File: src/rtl/nap_pkg.sv
// Shared types and default constants for the power-nap alarm scheduler.
package nap_pkg;

    // Scheduler states; the encoding is visible on state_o.
    typedef enum logic [1:0] {
        ST_IDLE     = 2'd0,
        ST_COUNTING = 2'd1,
        ST_RINGING  = 2'd2,
        ST_SNOOZE   = 2'd3
    } nap_state_e;

    localparam int unsigned NAP_SEC_DEF          = 1200;
    localparam int unsigned SNOOZE_SEC_DEF       = 300;
    localparam int unsigned RING_TIMEOUT_SEC_DEF = 60;
    localparam int unsigned MAX_SNOOZE_DEF       = 3;
    localparam int unsigned CNT_W_DEF            = 11;

endpackage

File: src/rtl/sec_downcounter.sv
// Loadable seconds down-counter advanced by the 1 Hz tick enable.
// Clear wins over load, load wins over tick; a count of zero never decrements.
module sec_downcounter #(
    parameter int unsigned W = 11
) (
    input  logic         clock,
    input  logic         reset,
    input  logic         load,
    input  logic [W-1:0] load_val,
    input  logic         tick,
    input  logic         clr,
    output logic [W-1:0] count,
    output logic         at_one
);

    logic [W-1:0] count_q;
    logic [W-1:0] count_d;

    // Next count: clear, reload or one-second decrement.
    always_comb begin
        count_d = count_q;
        if (clr) begin
            count_d = '0;
        end else if (load) begin
            count_d = load_val;
        end else if (tick && (count_q != '0)) begin
            count_d = count_q - W'(1);
        end
    end

    // Count register, cleared asynchronously.
    always_ff @(posedge clock or posedge reset) begin
        if (reset) begin
            count_q <= '0;
        end else begin
            count_q <= count_d;
        end
    end

    assign count  = count_q;
    assign at_one = (count_q == W'(1));

endmodule

File: src/rtl/nap_scheduler.sv
// Power-nap scheduler: counts the nap down on the 1 Hz tick, rings the alarm
// at expiry and handles stop, snooze, cancel and ring timeout.
module nap_scheduler
    import nap_pkg::*;
#(
    parameter int unsigned NAP_SEC          = NAP_SEC_DEF,
    parameter int unsigned SNOOZE_SEC       = SNOOZE_SEC_DEF,
    parameter int unsigned RING_TIMEOUT_SEC = RING_TIMEOUT_SEC_DEF,
    parameter int unsigned MAX_SNOOZE       = MAX_SNOOZE_DEF,
    parameter int unsigned CNT_W            = CNT_W_DEF
) (
    input  logic             clock,
    input  logic             reset,
    input  logic             tick,
    input  logic             start_btn,
    input  logic             cancel_btn,
    input  logic             snooze_btn,
    input  logic             stop_btn,
    output logic             alarm_start,
    output logic             alarm_stop,
    output logic [1:0]       state_o,
    output logic [CNT_W-1:0] remaining,
    output logic [1:0]       snooze_cnt,
    output logic             missed
);

    localparam logic [1:0] MAX_SN = 2'(MAX_SNOOZE);

    nap_state_e       state_q, state_d;
    logic [1:0]       snooze_cnt_q, snooze_cnt_d;
    logic             missed_q, missed_d;
    logic             alarm_start_q, alarm_start_d;
    logic             alarm_stop_q, alarm_stop_d;

    logic             cnt_load;
    logic [CNT_W-1:0] cnt_load_val;
    logic             cnt_tick;
    logic             cnt_clr;
    logic [CNT_W-1:0] cnt_count;
    logic             cnt_at_one;

    // One counter serves nap, snooze and ring time; it is reloaded on every state entry.
    sec_downcounter #(.W(CNT_W)) u_cnt (
        .clock    (clock),
        .reset    (reset),
        .load     (cnt_load),
        .load_val (cnt_load_val),
        .tick     (cnt_tick),
        .clr      (cnt_clr),
        .count    (cnt_count),
        .at_one   (cnt_at_one)
    );

    // Next-state logic; in RINGING any acted-on or rejected button swallows a coincident tick.
    always_comb begin
        state_d      = state_q;
        snooze_cnt_d = snooze_cnt_q;
        missed_d     = missed_q;
        cnt_load     = 1'b0;
        cnt_load_val = '0;
        cnt_tick     = 1'b0;
        cnt_clr      = 1'b0;
        case (state_q)
            ST_IDLE: begin
                if (start_btn) begin
                    state_d      = ST_COUNTING;
                    cnt_load     = 1'b1;
                    cnt_load_val = CNT_W'(NAP_SEC);
                    snooze_cnt_d = 2'd0;
                    missed_d     = 1'b0;
                end
            end
            ST_COUNTING, ST_SNOOZE: begin
                if (cancel_btn) begin
                    state_d = ST_IDLE;
                    cnt_clr = 1'b1;
                end else if (tick) begin
                    if (cnt_at_one) begin
                        state_d      = ST_RINGING;
                        cnt_load     = 1'b1;
                        cnt_load_val = CNT_W'(RING_TIMEOUT_SEC);
                    end else begin
                        cnt_tick = 1'b1;
                    end
                end
            end
            ST_RINGING: begin
                if (stop_btn) begin
                    state_d = ST_IDLE;
                    cnt_clr = 1'b1;
                end else if (snooze_btn) begin
                    if (snooze_cnt_q < MAX_SN) begin
                        state_d      = ST_SNOOZE;
                        cnt_load     = 1'b1;
                        cnt_load_val = CNT_W'(SNOOZE_SEC);
                        snooze_cnt_d = snooze_cnt_q + 2'd1;
                    end
                end else if (tick) begin
                    if (cnt_at_one) begin
                        state_d  = ST_IDLE;
                        missed_d = 1'b1;
                        cnt_clr  = 1'b1;
                    end else begin
                        cnt_tick = 1'b1;
                    end
                end
            end
            default: begin
                state_d = ST_IDLE;
                cnt_clr = 1'b1;
            end
        endcase
        alarm_start_d = (state_d == ST_RINGING) && (state_q != ST_RINGING);
        alarm_stop_d  = (state_d != ST_RINGING);
    end

    // Registered state and alarm controls; the alarm is held stopped in reset.
    always_ff @(posedge clock or posedge reset) begin
        if (reset) begin
            state_q       <= ST_IDLE;
            snooze_cnt_q  <= 2'd0;
            missed_q      <= 1'b0;
            alarm_start_q <= 1'b0;
            alarm_stop_q  <= 1'b1;
        end else begin
            state_q       <= state_d;
            snooze_cnt_q  <= snooze_cnt_d;
            missed_q      <= missed_d;
            alarm_start_q <= alarm_start_d;
            alarm_stop_q  <= alarm_stop_d;
        end
    end

    assign state_o     = state_q;
    assign remaining   = cnt_count;
    assign snooze_cnt  = snooze_cnt_q;
    assign missed      = missed_q;
    assign alarm_start = alarm_start_q;
    assign alarm_stop  = alarm_stop_q;

endmodule

File: config.mk
export PLATFORM = sky130hd
export DESIGN_NAME = nap_scheduler
export DESIGN_NICKNAME = d
export VERILOG_FILES = /design/src/rtl/nap_pkg.sv /design/src/rtl/sec_downcounter.sv /design/src/rtl/nap_scheduler.sv
export SDC_FILE = /design/constraint.sdc
export NUM_CORES = 1
export LEC_CHECK = 0
export BUFFER_PORTS_ARGS = -buffer_cell sky130_fd_sc_hd__clkbuf_2
export CAP_MARGIN = 25
export CORE_UTILIZATION = 25
export DETAILED_ROUTE_END_ITERATION = 8
export PLACE_DENSITY_LB_ADDON = 0.3
export REMOVE_ABC_BUFFERS = 1
export SETUP_SLACK_MARGIN = 0.2
export SLEW_MARGIN = 0
export SYNTH_ARGS = -nofsm -noshare
export SYNTH_HDL_FRONTEND = slang
export SYNTH_SLANG_ARGS = --single-unit
export TNS_END_PERCENT = 5
File: constraint.sdc
create_clock -name clock -period 5.7 [get_ports clock]
set_input_delay 0.855 -clock clock [delete_from_list [all_inputs] [get_ports clock]]
set_output_delay 0.855 -clock clock [all_outputs]
set_load 0.03 [all_outputs]
### Word-level counts from Yosys, hierarchy flattened

Index checks and enable logic that the tools add are counted.

* bits in registers: 18
* output and inout bits: 18

* $add $sub $neg: 2
* order comparisons: 1
* equality and inequality tests: 14
* multiplexer cells: 50
* reductions and logical operators: 9

Operators with widths (number)
* 11-bit two-way mux: 4
* 11-bit case mux with 3 select lines: 1
* 9-bit two-way mux: 3
* 2-bit two-way mux: 13
* 1-bit two-way mux: 20
* 6-bit two-way mux: 3
* 2-bit != test, second input constant: 9
* 11-bit by 1-bit equality test with 1-bit output, second input constant: 1
* 11-bit nonzero test: 1
* 11-bit by 1-bit subtractor with 11-bit output, second input constant: 1
* 2-bit equality test, second input constant: 3
* 1-bit case mux with 2 select lines: 3
* 2-bit case mux with 3 select lines: 1
* 6-bit AND reduction: 1
* 5-bit AND reduction: 1
* 2-bit case mux with 2 select lines: 1
* 1-bit case mux with 3 select lines: 1
* 3-bit nonzero test: 1
* 2-bit by 1-bit adder with 2-bit output, second input constant: 1
* 2-bit by 1-bit equality test with 1-bit output, second input constant: 1
* 1-bit logical AND: 2
* 2-bit zero test: 1
* 2-bit less-than comparator, second input constant: 1
* 2-bit nonzero test: 1
* 2-bit OR reduction: 1

### Depth between registers and ports, before layout

Gate-level depths: netlist of the first run.

* depth in word-level cells: 10
* gate-level depth with buffers: 7
* depth with buffers taken out: 7

### By module

A second synthesis of the first run with hierarchy kept.

* cell total of the unflattened synthesis: 138
* area total of the unflattened synthesis: 1201.2 sq um

By module, submodules not included
* sec_downcounter: times used 1, cells each 85, area each 765.7 sq um, sequential area each 275.3 sq um
* nap_scheduler: times used 1, cells each 53, area each 435.4 sq um, sequential area each 176.4 sq um

### Worst setup path after synthesis of the first run

No wires, ideal clock.

* kind: flip-flop to flip-flop
* start: register u_cnt.count_q[7] (netlist: u_cnt.count[7])
* end: register u_cnt.count_q[4] (netlist: u_cnt.count[4])
* arrival: 2.268 ns
* required time: 5.574 ns
* slack: 3.306 ns
* stages on the path, launching flop included: 6
* buffers on the path: 0
* cells stage by stage: dfrtp_1 or4_4 or4_4 o211ai_4 nor3b_1 o311a_1

* longest elaborated chain between the ends: 8

RTL lines
* start: declaration: line sec_downcounter.sv:16 `logic [W-1:0] count_q;`
* start signal: assignment: line sec_downcounter.sv:36 `count_q <= count_d;`
* 11-bit by 1-bit equality test with 1-bit output: line sec_downcounter.sv:41 `assign at_one = (count_q == W'(1));`
* 1-bit two-way mux: line nap_scheduler.sv:78, nap_scheduler.sv:99
* 1-bit two-way mux: line nap_scheduler.sv:77 `end else if (tick) begin`
* 1-bit two-way mux: line nap_scheduler.sv:91 `end else if (snooze_btn) begin`
* 1-bit two-way mux: line nap_scheduler.sv:88 `if (stop_btn) begin`
* 1-bit case mux with 2 select lines: line nap_scheduler.sv:63 `case (state_q)`
* 1-bit logical AND: line sec_downcounter.sv:26 `end else if (tick && (count_q != '0)) begin`
* 3-bit nonzero test (no source line)

Several ways; a longest one is shown, not always the timed one.
A chain may end at the register's enable or synchronous reset.

### Final worst setup path of the first run

Same ends and word-level chain as after synthesis.

==> impl_metrics.py, run 1 <==
metrics = {
    "power_and_ir_drop": {
        "clockPowerShare_pct": 25.6,
        "p_leak_nw": 0.587,
        "powerDensity_mw_per_mm2": 308,
        "peakVddDrop_mv": 0.161,
        "power_frac_seq_pct": 38.9,
        "intPower_mw": 0.257,
        "p_switching_mw": 0.169,
        "combPwrFrac_pct": 35.5,
        "finalPower_mw": 0.426,
        "p_sw_share_pct": 39.6,
    },
    "finish": {
        "drive_gt1_share_pct": 27.0,
        "fin_cells": 204,
        "fin_nets": 164,
        "multi_input_area_um2": 677,
        "antenna_cells": 0,
        "seq_area_um2": 452,
        "final_util_pct": 31.6,
        "fill_cells": 474,
        "area_growth_pct": 20.6,
        "final_common_cell": "clkbuf_2",
        "layout_common_cells": "clkbuf_2 (24), dfrtp_1 (17), nor2_1 (16)",
    },
    "drt": {
        "vias": 1099,
        "routed_via_density": 5.39,
        "routedWlPerCell_um": 14.5,
        "ant_nets": 0,
        "dr.pass1.iters": 4,
        "routed_wl_um": 2960,
        "dr.first_iter.drc_count": 66,
        "drc": 0,
    },
    "critical_path": {
        "worst_path_dominant_cell_family": "simple AND/OR/NAND/NOR gates",
        "arrival_ns": 2.55,
        "crit_chain": "or4_4 > or4_4 > o211ai_4 > nor3b_1 > o311a_1",
        "critPathRequiredTime_ns": 5.86,
        "endpoint_kind": "register",
        "crit_top_cell": "or4_4",
        "cp_slowest_cell": "or4_4",
        "slowest_delay_ns": 0.61,
        "path_buf_inv": 0,
        "start_kind": "register",
        "cp_max_fo": 7,
        "critPathKind": "register to register",
    },
    "clocking": {
        "clkSinkCount": 18,
        "path_clk_slew_ns": 0.08,
        "cts-resized-gates": 0,
        "cts_tree": "built",
        "cts_hold_buf": 0,
        "numCtsBuffers": 3,
        "cts.root.buffer_cell": "clkbuf_8",
        "clockBufferDepth": 2,
        "htreeDepth": 1,
        "post_cts_buffers": 0,
        "clk_latency_ns": 0.27,
    },
    "timing": {
        "finalMaxSlewViolations": 0,
        "relSlewSlack_pct": 53.0,
        "rsz0062_at_grt": "false",
        "finalCritPeriodShare_pct": 42.0,
        "clock.fmax_mhz": 417,
        "finalSetupTns_ns": 0,
        "tightest_slew_ns": 0.704,
        "layout_min_cycle_time_ns": 2.40,
        "fin_skew_ns": 0.0119,
        "final-hold-violation-count": 0,
        "setup_violations": 0,
        "whs_ns": 0.504,
    },
    "min_path": {
        "min_path_type": "register to register",
    },
    "logic_synthesis": {
        "synth.distinct_cells": 36,
        "synth-seq-cells": 18,
        "synth_compound_area_share_pct": 15.2,
        "async_flop_share_pct": 100,
        "synth_ff_type": "dfrtp_1",
        "synth-xor-area-share_pct": 4.58,
        "synth_top_family_by_area": "simple AND/OR/NAND/NOR gates",
        "ys_warn_count": 0,
        "synth_edf_count": 0,
        "synthSimpleGateAreaFrac_pct": 33.0,
        "synth.avg_cell_area_um2": 9.18,
        "synthAdderAreaFrac_pct": 4.36,
        "syn-cell-area_mm2": 0.00115,
        "syn-instance-count": 125,
        "ys_seq_area_share_pct": 39.4,
        "muxShareOfSynthArea_pct": 1.85,
    },
    "floorplan": {
        "die-area_mm2": 0.00486,
        "initial_core_util_pct": 26.2,
        "core_mm2": 0.00438,
        "die-width_um": 69.7,
        "rows": 24,
        "die_y_um": 69.7,
        "boundaryPins": 25,
    },
    "placement": {
        "placed_cells": 200,
        "portBuffers": 24,
        "hpwl_um": 2280,
        "globalplace.congestion": 0.912,
    },
    "grt": {
        "grt_pass1_wl_um": 5120,
        "grt_start_max_net_pins": 19,
        "antenna_found_initial": 0,
        "grt.overflow.total": 0,
        "grt_usage_pct": 13.4,
        "grt_pass1_vias": 1068,
    },
    "job": {
        "maxCapViolCount": 0,
    },
    "outcome": {
        "status": "completed",
    },
}
[routing by layer]
layer / vias up / share of wire [%] / wire length [um] / track usage [%]
met2: 49 / 45 / 1320 / 20.2
li1: 512 / - / - / -
met5: - / 0 / 0 / 0
met3: 9 / 8.0 / 238 / 4.07
met4: 0 / 2.8 / 83 / 7.11
met1: 529 / 44 / 1310 / 17.0
[worst reg2reg max path: stages (launching register included)]
cell and delay, ns:
dfrtp_1 0.44, or4_4 0.61, or4_4 0.58, o211ai_4 0.29
nor3b_1 0.09, o311a_1 0.29
[power groups by stage]
stage	combinational, mW	sequential (mW)	clock (mW)
floorplan	0.0834	0.192	0
detailed placement	0.151	0.167	0
CTS	0.152	0.165	0.111
global route	0.166	0.170	0.120
finish	0.151	0.166	0.109
global placement	0.149	0.167	0
[cells in the mapped netlist, types with 3 or more instances]
master / number / share of area (%)
dfrtp_1: 17 / 37
nor2_1: 16 / 5.2
nand2_1: 12 / 3.9
a21oi_1: 9 / 3.9
o21ai_0: 7 / 3.1
nor3b_1: 6 / 3.9
xnor2_1: 6 / 4.6
ha_1: 4 / 4.4
inv_1: 4 / 1.3
nor3_1: 4 / 1.7
nand3_1: 3 / 1.3
nor2b_1: 3 / 1.6
nor4_1: 3 / 1.6
nor4b_1: 3 / 2.3
or4_4: 3 / 2.9
[registers in the layout, summed over array words and instances, names as in the netlist]
register / flops
snooze_cnt: 2
u_cnt.count: 11
alarm_start: 1
state_o: 2
alarm_stop: 1
missed: 1
[per-stage QoR]
| stage | setup WS (ns) | area, um2 |
|---|---|---|
| 2_1_floorplan | 3.31 | 1140 |
| 3_3_place_gp | 3.36 | 1330 |
| 3_5_place_dp | 3.30 | 1330 |
| 4_1_cts | 3.30 | 1380 |
| 5_1_grt | 3.21 | 1380 |
| 6_report | 3.30 | 1380 |
[logic make-up after synthesis]
| kind of cell | count (synthesis) |
|---|---|
| AO/OA/AOI/OAI | 26 |
| adder cells (fa/ha/maj) | 4 |
| buffers and inverters | 5 |
| multiplexers | 2 |
| AND/OR/NAND/NOR | 64 |
| flip-flops | 18 |
| XOR/XNOR | 6 |
[final timing paths]
path                                 from  slack, ns             end  cells past startpoint
hold reg to reg                    missed       0.50          missed                      2
setup / recovery           u_cnt.count[7]       3.30  u_cnt.count[4]                      5
setup reg to reg           u_cnt.count[7]       3.30  u_cnt.count[4]                      5
hold / removal                     missed       0.50          missed                      2
min in group asynchronous           reset       0.67          missed                      2
max in group asynchronous           reset       4.57  u_cnt.count[2]                      2
[final cells by class]
class                           instances  share of cell area [%]
Sequential cell                        18                    32.6
Multi-Input combinational cell        102                    48.9
Timing Repair Buffer                   24                    8.68
Tap cell                               52                    4.70
Clock buffer                            4                    3.98
Inverter                                4                    1.08
(Power assumes the default switching activity.)
==> inputs of run 2 (changes only) <==
Clock period 5.7 ns to 1.95 ns, I/O delays scaled along.
==> run 2 against run 1 <==
  * The run now ends with setup timing left
  * Critical path depth unchanged
  * Register-to-register slack worse by 3.5 ns
  * Worst setup slack worse by 3.5 ns
  * Maximum frequency up 10%
  * Combinational power increased to 4.5 times the previous value
  * Critical path type unchanged
  * Largest cell class unchanged
  * Highest routed layer unchanged
==> impl_metrics.py, run 2 (synthesis gave the netlist of run 1 again) <==
metrics = {
    "outcome": {
        "status": "complete, but fails checks",
        "violations": "setup timing",
    },
    "timing": {
        "fin_skew_ns": 0.00590,
        "finalCritPeriodShare_pct": 112,
        "clock.fmax_mhz": 460,
        "layout_min_cycle_time_ns": 2.17,
        "final-hold-violation-count": 0,
        "setup_violations": 10,
        "setup_slack_ns": -0.224,
        "relSlewSlack_pct": 51.0,
        "tightest_slew_ns": 0.734,
        "finalSetupTns_ns": -1.12,
        "rsz0062_at_grt": "true",
        "finalMaxSlewViolations": 0,
    },
    "floorplan": {
        "rows": 24,
        "die_y_um": 69.7,
        "core_mm2": 0.00438,
        "die-area_mm2": 0.00486,
        "boundaryPins": 25,
        "die-width_um": 69.7,
        "initial_core_util_pct": 26.2,
    },
    "grt": {
        "grt_usage_pct": 15.5,
        "antenna_found_initial": 0,
        "grt_pass1_vias": 1202,
        "grt.overflow.total": 0,
        "grt_start_max_net_pins": 19,
        "grt_pass1_wl_um": 5960,
    },
    "finish": {
        "final_util_pct": 39.2,
        "area_growth_pct": 49.7,
        "fin_nets": 200,
        "multi_input_area_um2": 743,
        "antenna_cells": 0,
        "largest_reg_flops": 11,
        "layout_common_cells": "buf_4 (34), clkbuf_2 (24), dfrtp_1 (17)",
        "drive_gt1_share_pct": 45.2,
        "final_common_cell": "buf_4",
        "seq_area_um2": 452,
        "fill_cells": 467,
    },
    "power_and_ir_drop": {
        "intPower_mw": 0.859,
        "p_sw_share_pct": 38.9,
        "peakVddDrop_mv": 0.308,
        "p_switching_mw": 0.546,
        "combPwrFrac_pct": 48.9,
        "powerDensity_mw_per_mm2": 817,
        "clockPowerShare_pct": 19.1,
        "p_leak_nw": 0.773,
        "power_frac_seq_pct": 32.1,
    },
    "drt": {
        "dr.pass1.iters": 4,
        "vias": 1205,
        "dr.first_iter.drc_count": 63,
        "routed_wl_um": 3580,
        "drc": 0,
        "ant_nets": 0,
        "routedWlPerCell_um": 14.9,
        "routed_via_density": 5.02,
    },
    "critical_path": {
        "critPathRequiredTime_ns": 2.09,
        "setup.worst_path.start": "u_cnt.count[7]",
        "start_kind": "register",
        "cp_slowest_cell": "or4_4",
        "crit_top_cell": "or4_4",
        "arrival_ns": 2.31,
        "r2r-start": "u_cnt.count[7]",
        "crit_chain": "or4_4 > or4_4 > o211ai_4 > nor3b_1 > o311a_1",
        "slowest_delay_ns": 0.56,
        "rrSetupSlack_ns": -0.22,
        "cp_max_fo": 3,
        "endpoint_kind": "register",
        "critPathKind": "register to register",
    },
    "clocking": {
        "clkSinkCount": 18,
        "clk_latency_ns": 0.25,
        "cts_hold_buf": 0,
        "htreeDepth": 1,
        "post_cts_buffers": 0,
        "cts.root.buffer_cell": "clkbuf_8",
        "clockBufferDepth": 2,
        "path_clk_slew_ns": 0.07,
        "cts_tree": "built",
        "numCtsBuffers": 3,
    },
    "job": {
        "maxCapViolCount": 0,
    },
    "placement": {
        "portBuffers": 24,
        "globalplace.congestion": 0.861,
        "hpwl_um": 2760,
    },
    "min_path": {
        "min_path_type": "input pin to asynchronous set/reset pin",
    },
}
==> run 2: area by class of cell <==
type | instances | area share (%)
multi-input combinational | 102 | 43.3
sequential | 18 | 26.3
timing repair buffer | 60 | 23.2
tap | 52 | 3.79
clock buffer | 4 | 2.62
inverter | 4 | 0.874
==> run 2: what timing repair did <==
item                                    in CTS  in global routing
endpoints found under the setup margin      16                 16
resized for setup                            7                 10
pin swaps                                    2                  2
gates cloned                                 0                  0
==> run 2: critical path, delay by kind of cell (launching register included) <==
family             cells  cell delay [ns]
and+or+nand+nor        3             1.18
AOI/OAI and AO/OA      2             0.51
DFF                    1             0.38
==> run 2: path summary, 6_finish.rpt <==
kind / to / cells after the start
max in group asynchronous: u_cnt.count[8] / 2
worst max register to register: u_cnt.count[4] / 5
min in group clock: state_o[1] / 3
worst max-delay path: u_cnt.count[4] / 5
worst min register to register: missed / 2
worst min-delay path: state_o[0] / 2
==> run 2: per-stage QoR <==
stage / hold slack (ns) / worst slack [ns] / cells / area [um2] / power, mW
2_1_floorplan: 0.230 / -0.444 / 124 / 1140 / 0.805
3_3_place_gp: 0.421 / -0.179 / 236 / 1600 / 1.09
3_5_place_dp: 0.442 / -0.218 / 236 / 1600 / 1.10
4_1_cts: 0.167 / -0.234 / 240 / 1680 / 1.40
5_1_grt: 0.216 / -0.277 / 240 / 1720 / 1.50
6_report: 0.139 / -0.224 / 240 / 1720 / 1.40
==> run 2: layer usage <==
| layer | track usage, % | wire length [um] | up-vias |
|---|---|---|---|
| met2 | 26.2 | 1750 | 30 |
| li1 | - | - | 584 |
| met1 | 20.9 | 1670 | 589 |
| met4 | 3.33 | 14 | 0 |
| met5 | 0 | 0 | - |
| met3 | 2.47 | 152 | 2 |
==> run 2: power groups by stage <==
stage / Sequential (mW) / Clock (mW) / Combinational (mW)
floorplan: 0.561 / 0 / 0.244
global placement: 0.455 / 0 / 0.635
detailed placement: 0.453 / 0 / 0.650
CTS: 0.448 / 0.281 / 0.669
global route: 0.457 / 0.303 / 0.740
finish: 0.450 / 0.268 / 0.686
==> inputs of run 3 (changes only) <==
Settings changed: CORE_UTILIZATION 25 to 48.
==> run 3 against run 2 <==
  * The run still ends with setup timing left
  * Clock skew rose by 0.0036 ns
  * Power fell by 2.0%
  * Sequential share of layout area rose by 0.81 points
  * Cell count fell by 11%
  * Register-to-register slack got worse by 0.06 ns
==> impl_metrics.py, run 3 (synthesis gave the netlist of run 1 again) <==
metrics = {
    "timing": {
        "layout_min_cycle_time_ns": 2.23,
        "fin_skew_ns": 0.00953,
        "setup_violations": 15,
        "clock.fmax_mhz": 448,
        "final-hold-violation-count": 0,
        "tightest_slew_ns": 0.702,
        "finalCritPeriodShare_pct": 115,
        "relSlewSlack_pct": 53.1,
        "finalMaxSlewViolations": 0,
        "finalSetupTns_ns": -2.72,
        "setup_slack_ns": -0.285,
        "rsz0062_at_grt": "true",
        "whs_ns": 0.0657,
    },
    "drt": {
        "dr.pass1.iters": 4,
        "highest_layer": "met4",
        "routedWlPerCell_um": 16.7,
        "drc": 0,
        "met2WireLength_um": 1780,
        "routed_wl_um": 3580,
        "routed-wl-met3_um": 241,
        "wl_met1_um": 1480,
        "dr.first_iter.drc_count": 41,
        "vias": 1259,
        "routed_via_density": 5.88,
        "ant_nets": 0,
    },
    "floorplan": {
        "boundaryPins": 25,
        "die-width_um": 50.9,
        "initial_core_util_pct": 51.4,
        "die-area_mm2": 0.00259,
        "core_mm2": 0.00223,
        "die_y_um": 50.9,
        "rows": 17,
    },
    "placement": {
        "globalplace.congestion": 0.889,
        "dp_slack_ns": -0.199,
        "hpwl_um": 2530,
        "placed_cells": 205,
        "dpl_cell_area_mm2": 0.00152,
        "portBuffers": 24,
    },
    "finish": {
        "area_growth_pct": 45.3,
        "fin_cells": 214,
        "final_util_pct": 74.6,
        "largest_reg_flops": 11,
        "antenna_cells": 0,
        "final_cell_area_mm2": 0.00167,
        "layout_common_cells": "buf_4 (32), clkbuf_2 (24), dfrtp_1 (17)",
        "final_common_cell": "buf_4",
        "fin_nets": 198,
        "drive_gt1_share_pct": 46.2,
    },
    "clocking": {
        "clockBufferDepth": 2,
        "htreeDepth": 1,
        "cts.root.buffer_cell": "clkbuf_4",
        "cts_hold_buf": 0,
        "path_clk_slew_ns": 0.12,
        "clkSinkCount": 18,
        "numCtsBuffers": 3,
        "cts_tree": "built",
        "clk_latency_ns": 0.30,
    },
    "grt": {
        "grt.overflow.total": 0,
        "grt_pass1_wl_um": 5760,
        "antenna_found_initial": 0,
        "grt_start_max_net_pins": 19,
        "grt_pass1_vias": 1229,
        "grt_usage_pct": 30.7,
    },
    "min_path": {
        "min_path_type": "input pin to asynchronous set/reset pin",
    },
    "critical_path": {
        "start_kind": "register",
        "cp_max_fo": 3,
        "arrival_ns": 2.43,
        "critPathRequiredTime_ns": 2.14,
        "rrSetupSlack_ns": -0.28,
        "critPathKind": "register to register",
        "endpoint_kind": "register",
        "r2r-start": "u_cnt.count[8]",
        "r2r_cells": 5,
        "timing.rr.end": "u_cnt.count[4]",
    },
    "power_and_ir_drop": {
        "peakVddDrop_mv": 0.564,
        "powerDensity_mw_per_mm2": 826,
        "finalPower_mw": 1.38,
        "p_leak_nw": 0.757,
    },
    "outcome": {
        "violations": "setup timing",
        "status": "complete, but fails checks",
    },
    "job": {
        "maxCapViolCount": 0,
    },
}
[run 3: cell type report]
class,instances,area (um2)
fillers,170,567
multi-input cells,102,756
flip-flops and latches,18,452
repair buffers,58,383
well taps,28,35.0
clock buffers,4,26.3
inverters,4,15.0
[run 3: routing by layer]
layer  track usage, %  vias up
met3             3.87       10
met2             53.6       56
met4             10.2        0
li1                 -      582
met5                0        -
met1             39.2      611
[run 3: worst max path at each step]
| stage | cells after the start | slack, ns | from | to |
|---|---|---|---|---|
| final | 5 | -0.28 | u_cnt.count[8] | u_cnt.count[4] |
| after global routing | 5 | -0.32 | u_cnt.count[8] | u_cnt.count[4] |
| after CTS | 5 | -0.23 | u_cnt.count[10] | u_cnt.count[4] |
| after detailed placement | 6 | -0.20 | u_cnt.count[7] | u_cnt.count[7] |
| after global placement | 6 | -0.18 | u_cnt.count[7] | u_cnt.count[10] |
| after floorplan | 5 | -0.44 | u_cnt.count[7] | u_cnt.count[4] |
[run 3: critical path, stage by stage (launching register included)]
cell	delay, ns
dfrtp_1	0.42
or4_4	0.56
or4_4	0.56
o211ai_4	0.22
nor3b_1	0.07
o311a_1	0.30
[run 3: power by group]
| part | total (mW) | switching [mW] | internal [mW] | leakage (nW) |
|---|---|---|---|---|
| combinational | 0.724 | 0.410 | 0.314 | 0.507 |
| sequential | 0.450 | 0.0346 | 0.415 | 0.235 |
| clock | 0.202 | 0.123 | 0.0795 | 0.0150 |
[run 3: timing repair]
action	CTS	global route
setup buffers	1	4
setup endpoints to repair	16	17
endpoints found under the hold margin	0	0
pin swaps	2	5
resized for setup	7	11
